===== src/rtl/mem_rr_ctrl.sv =====
// mem_rr_ctrl: round-robin sharing of one memory port between two requesters, with read parity checking
module mem_rr_ctrl #(
    parameter int RD_LAT = 1,
    parameter int PERR_W = 8
) (
    input  logic              clk,
    input  logic              reset_n,
    input  logic              req0,
    input  logic              req1,
    input  logic              we0,
    input  logic              we1,
    input  logic [15:0]       addr0,
    input  logic [15:0]       addr1,
    input  logic [7:0]        wdata0,
    input  logic [7:0]        wdata1,
    output logic              gnt0,
    output logic              gnt1,
    output logic              done0,
    output logic              done1,
    output logic [7:0]        rdata,
    output logic              perr,
    output logic [PERR_W-1:0] perr_cnt,
    output logic              mem_read,
    output logic              mem_write,
    output logic [15:0]       mem_address,
    output logic [7:0]        mem_data_in,
    input  logic [8:0]        mem_data_out
);
    typedef enum logic [1:0] {IDLE, ACCESS, WAIT, DONE} state_t;
    state_t     state;
    logic       rr;
    logic       sel;
    logic       is_wr;
    logic       pick;
    logic       pick_we;
    logic       par_err;
    logic [3:0] cnt;

    // Choose the requester (rr names the port favoured on contention) and check even parity
    always_comb begin
        pick    = (req0 && req1) ? rr : req1;
        pick_we = pick ? we1 : we0;
        par_err = mem_data_out[8] != ^mem_data_out[7:0];
    end

    // Access sequencer: grant, one strobe cycle, optional read wait, one done cycle
    always_ff @(posedge clk or negedge reset_n) begin
        if (!reset_n) begin
            state       <= IDLE;
            rr          <= 1'b0;
            sel         <= 1'b0;
            is_wr       <= 1'b0;
            cnt         <= 4'd0;
            gnt0        <= 1'b0;
            gnt1        <= 1'b0;
            done0       <= 1'b0;
            done1       <= 1'b0;
            mem_read    <= 1'b0;
            mem_write   <= 1'b0;
            perr        <= 1'b0;
            mem_address <= 16'd0;
            mem_data_in <= 8'd0;
            rdata       <= 8'd0;
            perr_cnt    <= '0;
        end else begin
            gnt0      <= 1'b0;
            gnt1      <= 1'b0;
            done0     <= 1'b0;
            done1     <= 1'b0;
            mem_read  <= 1'b0;
            mem_write <= 1'b0;
            case (state)
                IDLE: if (req0 || req1) begin
                    sel         <= pick;
                    rr          <= ~pick;
                    gnt0        <= ~pick;
                    gnt1        <= pick;
                    is_wr       <= pick_we;
                    mem_address <= pick ? addr1 : addr0;
                    mem_data_in <= pick ? wdata1 : wdata0;
                    mem_write   <= pick_we;
                    mem_read    <= ~pick_we;
                    state       <= ACCESS;
                end
                ACCESS: if (is_wr) begin
                    done0 <= ~sel;
                    done1 <= sel;
                    perr  <= 1'b0;
                    state <= DONE;
                end else begin
                    cnt   <= 4'(RD_LAT);
                    state <= WAIT;
                end
                WAIT: begin
                    cnt <= cnt - 4'd1;
                    if (cnt == 4'd1) begin
                        rdata    <= mem_data_out[7:0];
                        perr     <= par_err;
                        perr_cnt <= (par_err && perr_cnt != '1) ? perr_cnt + PERR_W'(1) : perr_cnt;
                        done0    <= ~sel;
                        done1    <= sel;
                        state    <= DONE;
                    end
                end
                default: begin
                    perr  <= 1'b0;
                    state <= IDLE;
                end
            endcase
        end
    end

    a_strobe_excl: assert property (@(posedge clk) disable iff (!reset_n) !(mem_read && mem_write));
endmodule


===== config.mk =====
export PLATFORM = sky130hd
export DESIGN_NAME = mem_rr_ctrl
export DESIGN_NICKNAME = d
export VERILOG_FILES = /design/src/rtl/mem_rr_ctrl.sv
export SDC_FILE = /design/constraint.sdc
export NUM_CORES = 1
export LEC_CHECK = 0
export BUFFER_PORTS_ARGS = -buffer_cell sky130_fd_sc_hd__buf_2
export CAP_MARGIN = 10
export CORE_MARGIN = 4
export CORE_UTILIZATION = 53
export CTS_BUF_LIST = sky130_fd_sc_hd__clkbuf_4
export DETAILED_ROUTE_END_ITERATION = 10
export GPL_TIMING_DRIVEN = 1
export PLACE_DENSITY_LB_ADDON = 0.05
export SYNTH_ARGS = -nofsm -noshare
export SYNTH_HDL_FRONTEND = slang
export SYNTH_SLANG_ARGS = --single-unit

===== constraint.sdc =====
create_clock -name clk -period 5.8 [get_ports clk]
set_input_delay 0.29 -clock clk [delete_from_list [all_inputs] [get_ports clk]]
set_output_delay 0.29 -clock clk [all_outputs]
set_load 0.005 [all_outputs]

======== Word-level counts from Yosys, hierarchy flattened ========
Index checks and enable logic that the tools add are counted.
storage, ports and cells
  register bits ........................... 56
  memories kept ........................... 0
  bits in latches ......................... 0
  output and inout bits ................... 47
  word-level logic and storage cells ...... 70
  memory bits (read-only) ................. 0
  RAM bits ................................ 0
operators by class
  magnitude comparators ................... 0
  reductions and logical operators ........ 12
  mux-type cells .......................... 27
  div/mod/pow operators ................... 0
  equal/unequal tests ..................... 9
  shift operators ......................... 0
  bitwise operators ....................... 4
  add/subtract/negate cells ............... 2
  multiply operators ...................... 0
operators by type and width
  cell                 number
  $mux 1               17
  $mux 16              1
  $add 8x1->8 const B  1
  $mux 8               1
  $ne 2x2->1 const B   4
  $ne 8x8->1 const B   1
  $pmux 4 s2           1
  $reduce_and 2->1     4
  $reduce_xor 8->1     1
  $pmux 2 s3           1
  $reduce_and 3->1     2
  $eq 4x1->1 const B   1
  $mux 2               2
  $mux 4               1
  $not 1->1            4
  $pmux 1 s2           2
  $sub 4x1->4 const B  1
  $pmux 1 s3           1
  $eq 2x1->1 const B   1
  $eq 2x2->1 const B   1
  $logic_and 1x1->1    2
  $logic_not 2->1      1
  $reduce_bool 2->1    1
  $logic_or 1x1->1     1
  $ne 1x1->1           1

======== Logic depth before layout (Yosys ltp) ========
  depth in word-level cells ............... 6
  gate-level depth with buffers ........... 9

======== Least setup slack after synthesis ========
OpenSTA, ideal clock, no wires.
  path type ............................... register to register
  start point ............................. register state[0]
  end point ............................... register perr_cnt[1]
  setup time .............................. 0.125 ns
  data arrival time ....................... 1.895 ns
  slack ................................... 3.780 ns
  cell stages (with the launch flop) ...... 9
  data required time ...................... 5.675 ns
  path through ............................ dfrtp_1 -> inv_1 -> ha_1 -> buf_4 -> nand4bb_1 -> buf_2 -> a311o_1 -> mux2i_4 -> mux2_2
on the way
  longest elaborated chain between the ends .. 2
ends and longest elaborated chain
  what                               line  text
  start: declaration                 30    state_t state;
  start signal: assignment           49    state <= IDLE;
  start signal: assignment           83    state <= ACCESS;
  start signal: assignment           89    state <= DONE;
  $eq 2x2->1                         72    case (state)
  $reduce_and 3->1 (no source line)  -
  end signal: assignment             99    perr_cnt <= (par_err && perr_cnt != '1) ? perr_cnt + PERR_W'(1) : perr_cnt;
  end: declaration                   22    output logic [PERR_W-1:0] perr_cnt,
No other way between the ends.
A chain may end at the register's enable or synchronous reset.

======== Final worst setup path ========
Same ends and word-level chain as after synthesis.

==> load_flow_metrics.sql <==
INSERT INTO impl_metrics (metric_group, metric, value, unit) VALUES
('final_layout', 'flow.area_growth_from_synthesis', '25.9', '%'),
('floorplan', 'initial_utilization', '0.550', ''),
('sta', 'finalSetupViolations', '0', ''),
('sta', 'clock-skew-final', '0.0213', 'ns'),
('synth', 'sequential_area_share_after_synthesis', '0.536', ''),
('global_routing', 'globalRoute.busiestLayer', 'met2', ''),
('power_and_ir_drop', 'p_seq_frac', '0.449', ''),
('final_layout', 'num_antenna_cells', '0', ''),
('sta', 'worst-slew-pin-transition', '0.999', 'ns'),
('place', 'dpl.cell_count', '402', ''),
('place', 'io_buffer_count', '109', ''),
('clock_network', 'clk-insertion-delay-late', '0.40', 'ns'),
('floorplan', 'core_area', '4750', 'um^2'),
('global_routing', 'grt_first_pass_wirelength', '9010', 'um'),
('floorplan', 'fp.dieH', '78.3', 'um'),
('critical_path', 'worst-endpoint-arrival', '2.83', 'ns'),
('place', 'gpl.final_weighted_congestion', '0.808', ''),
('route', 'antenna_violating_nets_post_route', '0', ''),
('route', 'drc', '0', ''),
('critical_path', 'reg2reg_setup_slack', '3.28', 'ns'),
('sta', 'timing_max_transition_violations_final', '0', ''),
('sta', 'hold_ws', '-0.00748', 'ns'),
('global_routing', 'number_of_antenna_violations_at_the_first_check_in_global_routing', '0', ''),
('power_and_ir_drop', 'p_per_area', '441', 'nW/um^2'),
('sta', 'grt_setup_unrepaired', 'false', ''),
('clock_network', 'cts-resized-gates', '0', ''),
('clock_network', 'postCtsSetupRepairBufs', '0', ''),
('run_status', 'violations', 'negative hold slack', ''),
('flow_run', 'drv_cap', '0', ''),
('critical_path', 'cp-start-kind', 'flop', ''),
('synth', 'synthesis.instances', '234', ''),
('sta', 'fin_crit', '2.52', 'ns'),
('clock_network', 'htreeDepth', '2', ''),
('sta', 'hold_violations_final', '11', ''),
('clock_network', 'clock_sink_count', '56', ''),
('final_layout', 'num-fill-cells', '387', ''),
('power_and_ir_drop', 'total_switching_power', '550', 'uW'),
('critical_path', 'critical_path.cell_chain', 'inv_1 -> ha_1 -> nand4bb_1 -> a311o_1 -> mux2i_4 -> mux2_2', ''),
('synth', 'post_synth_cell_types', '34', ''),
('sta', 'timing.final.crit_share', '0.434', ''),
('critical_path', 'cp_endpoint_kind', 'flop', ''),
('critical_path', 'crit_type', 'reg -> reg', ''),
('sta', 'totalNegativeSetupSlack', '0', 'ns'),
('global_routing', 'first_global_vias', '1981', ''),
('critical_path', 'timing.critical_path.slowest_cell_delay', '0.51', 'ns'),
('power_and_ir_drop', 'ir_worst_vdd', '234', 'uV'),
('critical_path', 'cell_with_the_largest_stage_delay_on_the_worst_path', 'sky130_fd_sc_hd__a311o_1', ''),
('critical_path', 'timing.critical_path.fanout_max', '10', ''),
('route', 'via_count', '2052', ''),
('power_and_ir_drop', 'pwr-share-clk', '0.124', ''),
('critical_path', 'critPathRequiredTime', '6.11', 'ns'),
('min_path', 'hold_path_class', 'in -> async', ''),
('synth', 'synth-warning-count', '0', ''),
('floorplan', 'chip_width', '78.3', 'um'),
('floorplan', 'die-area', '6120', 'um^2'),
('sta', 'worst_slew_margin_rel', '0.332', ''),
('run_status', 'status', 'complete, but fails checks', ''),
('route', 'detail_route.wl_per_cell', '13.1', 'um'),
('clock_network', 'clk_path_buf_depth', '2', ''),
('final_layout', 'nNetsFinal', '412', ''),
('place', 'detailed_place_hpwl', '4100', 'um'),
('floorplan', 'io-pin-count', '110', ''),
('route', 'wirelength', '5370', 'um'),
('global_routing', 'global_routing_usage_on_met2', '0.324', ''),
('global_routing', 'groute.layer.met3.usage', '0.0550', ''),
('sta', 'layout_setup_ws', '3.28', 'ns'),
('power_and_ir_drop', 'final_power', '1.45', 'mW'),
('power_and_ir_drop', 'sw_frac_of_total', '0.379', ''),
('clock_network', 'clock_tree_from_tritoncts', 'yes', ''),
('route', 'drt_iter0_markers', '87', ''),
('synth', 'post_synthesis_cell_area', '2620', 'um^2');
-- Yosys cell counts --
| library cell | n | area share |
|---|---|---|
| sky130_fd_sc_hd__a22oi_1 | 5 | 0.014 |
| sky130_fd_sc_hd__a31oi_1 | 1 | 0.0024 |
| sky130_fd_sc_hd__xor2_1 | 2 | 0.0067 |
| sky130_fd_sc_hd__buf_2 | 3 | 0.0057 |
| sky130_fd_sc_hd__xnor2_1 | 8 | 0.027 |
| sky130_fd_sc_hd__a21oi_1 | 4 | 0.0077 |
| sky130_fd_sc_hd__a21o_1 | 2 | 0.0057 |
| sky130_fd_sc_hd__mux2_2 | 10 | 0.043 |
| sky130_fd_sc_hd__and4_1 | 1 | 0.0033 |
| sky130_fd_sc_hd__o21ai_0 | 26 | 0.050 |
| sky130_fd_sc_hd__buf_4 | 1 | 0.0029 |
| sky130_fd_sc_hd__a311o_1 | 1 | 0.0038 |
| sky130_fd_sc_hd__mux2i_1 | 22 | 0.084 |
| sky130_fd_sc_hd__ha_1 | 7 | 0.033 |
| sky130_fd_sc_hd__xor3_2 | 1 | 0.0096 |
| sky130_fd_sc_hd__nor3_1 | 1 | 0.0019 |
| sky130_fd_sc_hd__xnor3_2 | 1 | 0.0091 |
| sky130_fd_sc_hd__and4bb_2 | 1 | 0.0048 |
| sky130_fd_sc_hd__mux2i_4 | 1 | 0.0086 |
| sky130_fd_sc_hd__dfrtp_1 | 56 | 0.54 |
| sky130_fd_sc_hd__o21ai_1 | 2 | 0.0038 |
| sky130_fd_sc_hd__nand2_1 | 39 | 0.056 |
| sky130_fd_sc_hd__nand3_1 | 4 | 0.0077 |
| sky130_fd_sc_hd__o211ai_1 | 1 | 0.0029 |
| sky130_fd_sc_hd__a22o_1 | 2 | 0.0067 |
| sky130_fd_sc_hd__nor2b_1 | 2 | 0.0048 |
| sky130_fd_sc_hd__clkbuf_1 | 6 | 0.0086 |
| sky130_fd_sc_hd__inv_1 | 7 | 0.010 |
| sky130_fd_sc_hd__xnor2_2 | 1 | 0.0062 |
| sky130_fd_sc_hd__nor2_1 | 8 | 0.011 |
| sky130_fd_sc_hd__a32o_1 | 1 | 0.0038 |
| sky130_fd_sc_hd__nand4_1 | 4 | 0.0096 |
| sky130_fd_sc_hd__nand4bb_1 | 1 | 0.0043 |
| sky130_fd_sc_hd__and2_1 | 2 | 0.0048 |
-- stage by stage --
step                      hold slack [ns]  area [um^2]
after floorplan                  -0.00559         2620
after CTS                         0.00662         3290
final                            -0.00748         3290
after detailed placement            0.455         3230
after global routing               0.0419         3290
after global placement              0.445         3230
-- layout by cell type, fill, tap and decap left out, drive strengths merged --
cell and n:
o211ai 1, a31oi 1, nand3 4, buf 111, and2 2, xnor3 1
xor3 1, nor3 1, and4 1, nor2 8, o21ai 28, a21o 2
and4bb 1, xor2 2, a32o 1, xnor2 9, inv 9, dfrtp 56
ha 7, a311o 1, a22o 2, mux2 10, nand2 39, nand4bb 1
nand4 4, mux2i 23, a21oi 4, clkinv 1, nor2b 2, clkbuf 5
a22oi 5
-- critical path, delay by kind of cell (launching register included) --
family          cells  cell delay [ns]
simple gates        1             0.46
mux                 2             0.58
buf+inv             1             0.12
compound gates      1             0.51
fa+ha+maj           1             0.34
flops               1             0.43
-- layout make-up --
cell class	instances	area (um^2)	area share
repair buffers	111	561	0.170
clock inverters	3	26.3	0.00798
inverters	7	26.3	0.00798
well taps	67	83.8	0.0254
multi-input cells	161	1160	0.352
flip-flops and latches	56	1400	0.425
clock buffers	5	37.5	0.0114
-- power by group through the flow --
stage	Clock (mW)	Sequential, mW	Combinational, mW
2_1_floorplan	0	0.665	0.373
3_3_place_gp	0	0.657	0.611
3_5_place_dp	0	0.659	0.631
4_1_cts	0.189	0.653	0.631
5_1_grt	0.206	0.675	0.706
6_report	0.180	0.652	0.620
-- registers in the layout, indices dropped and copies added (netlist names), 2 cells and up --
name	count
mem_address	16
perr_cnt	8
mem_data_in	8
cnt	4
state	2
rdata	8
-- final timing paths --
check	to	start	cells after the start
max	perr_cnt[1]$_DFFE_PN0P_	state[0]$_DFFE_PN0P_	6
min	rdata[4]$_DFFE_PN0P_	reset_n	2
max reg2reg	perr_cnt[1]$_DFFE_PN0P_	state[0]$_DFFE_PN0P_	6
min reg2reg	done0$_DFF_PN0_	sel$_DFFE_PN0P_	1
max in group asynchronous	cnt[1]$_DFFE_PN0P_	reset_n	2
min in group clk	mem_address[2]$_DFFE_PN0P_	addr0[2]	3
-- logic make-up after synthesis --
group / synth area share
AND/OR/NAND/NOR: 0.109
adder cells (fa/ha/maj): 0.0335
buffers and inverters: 0.0273
AO/OA/AOI/OAI: 0.101
XOR/XNOR: 0.0583
multiplexers: 0.136
flip-flops: 0.536
-- metal layers --
layer | vias to the layer above | wire length, um
li1 | 1024 | -
met1 | 942 | 2250
met2 | 80 | 2600
met3 | 6 | 436
met4 | 0 | 77
met5 | - | 0
Power figures use the tool's default switching activity.
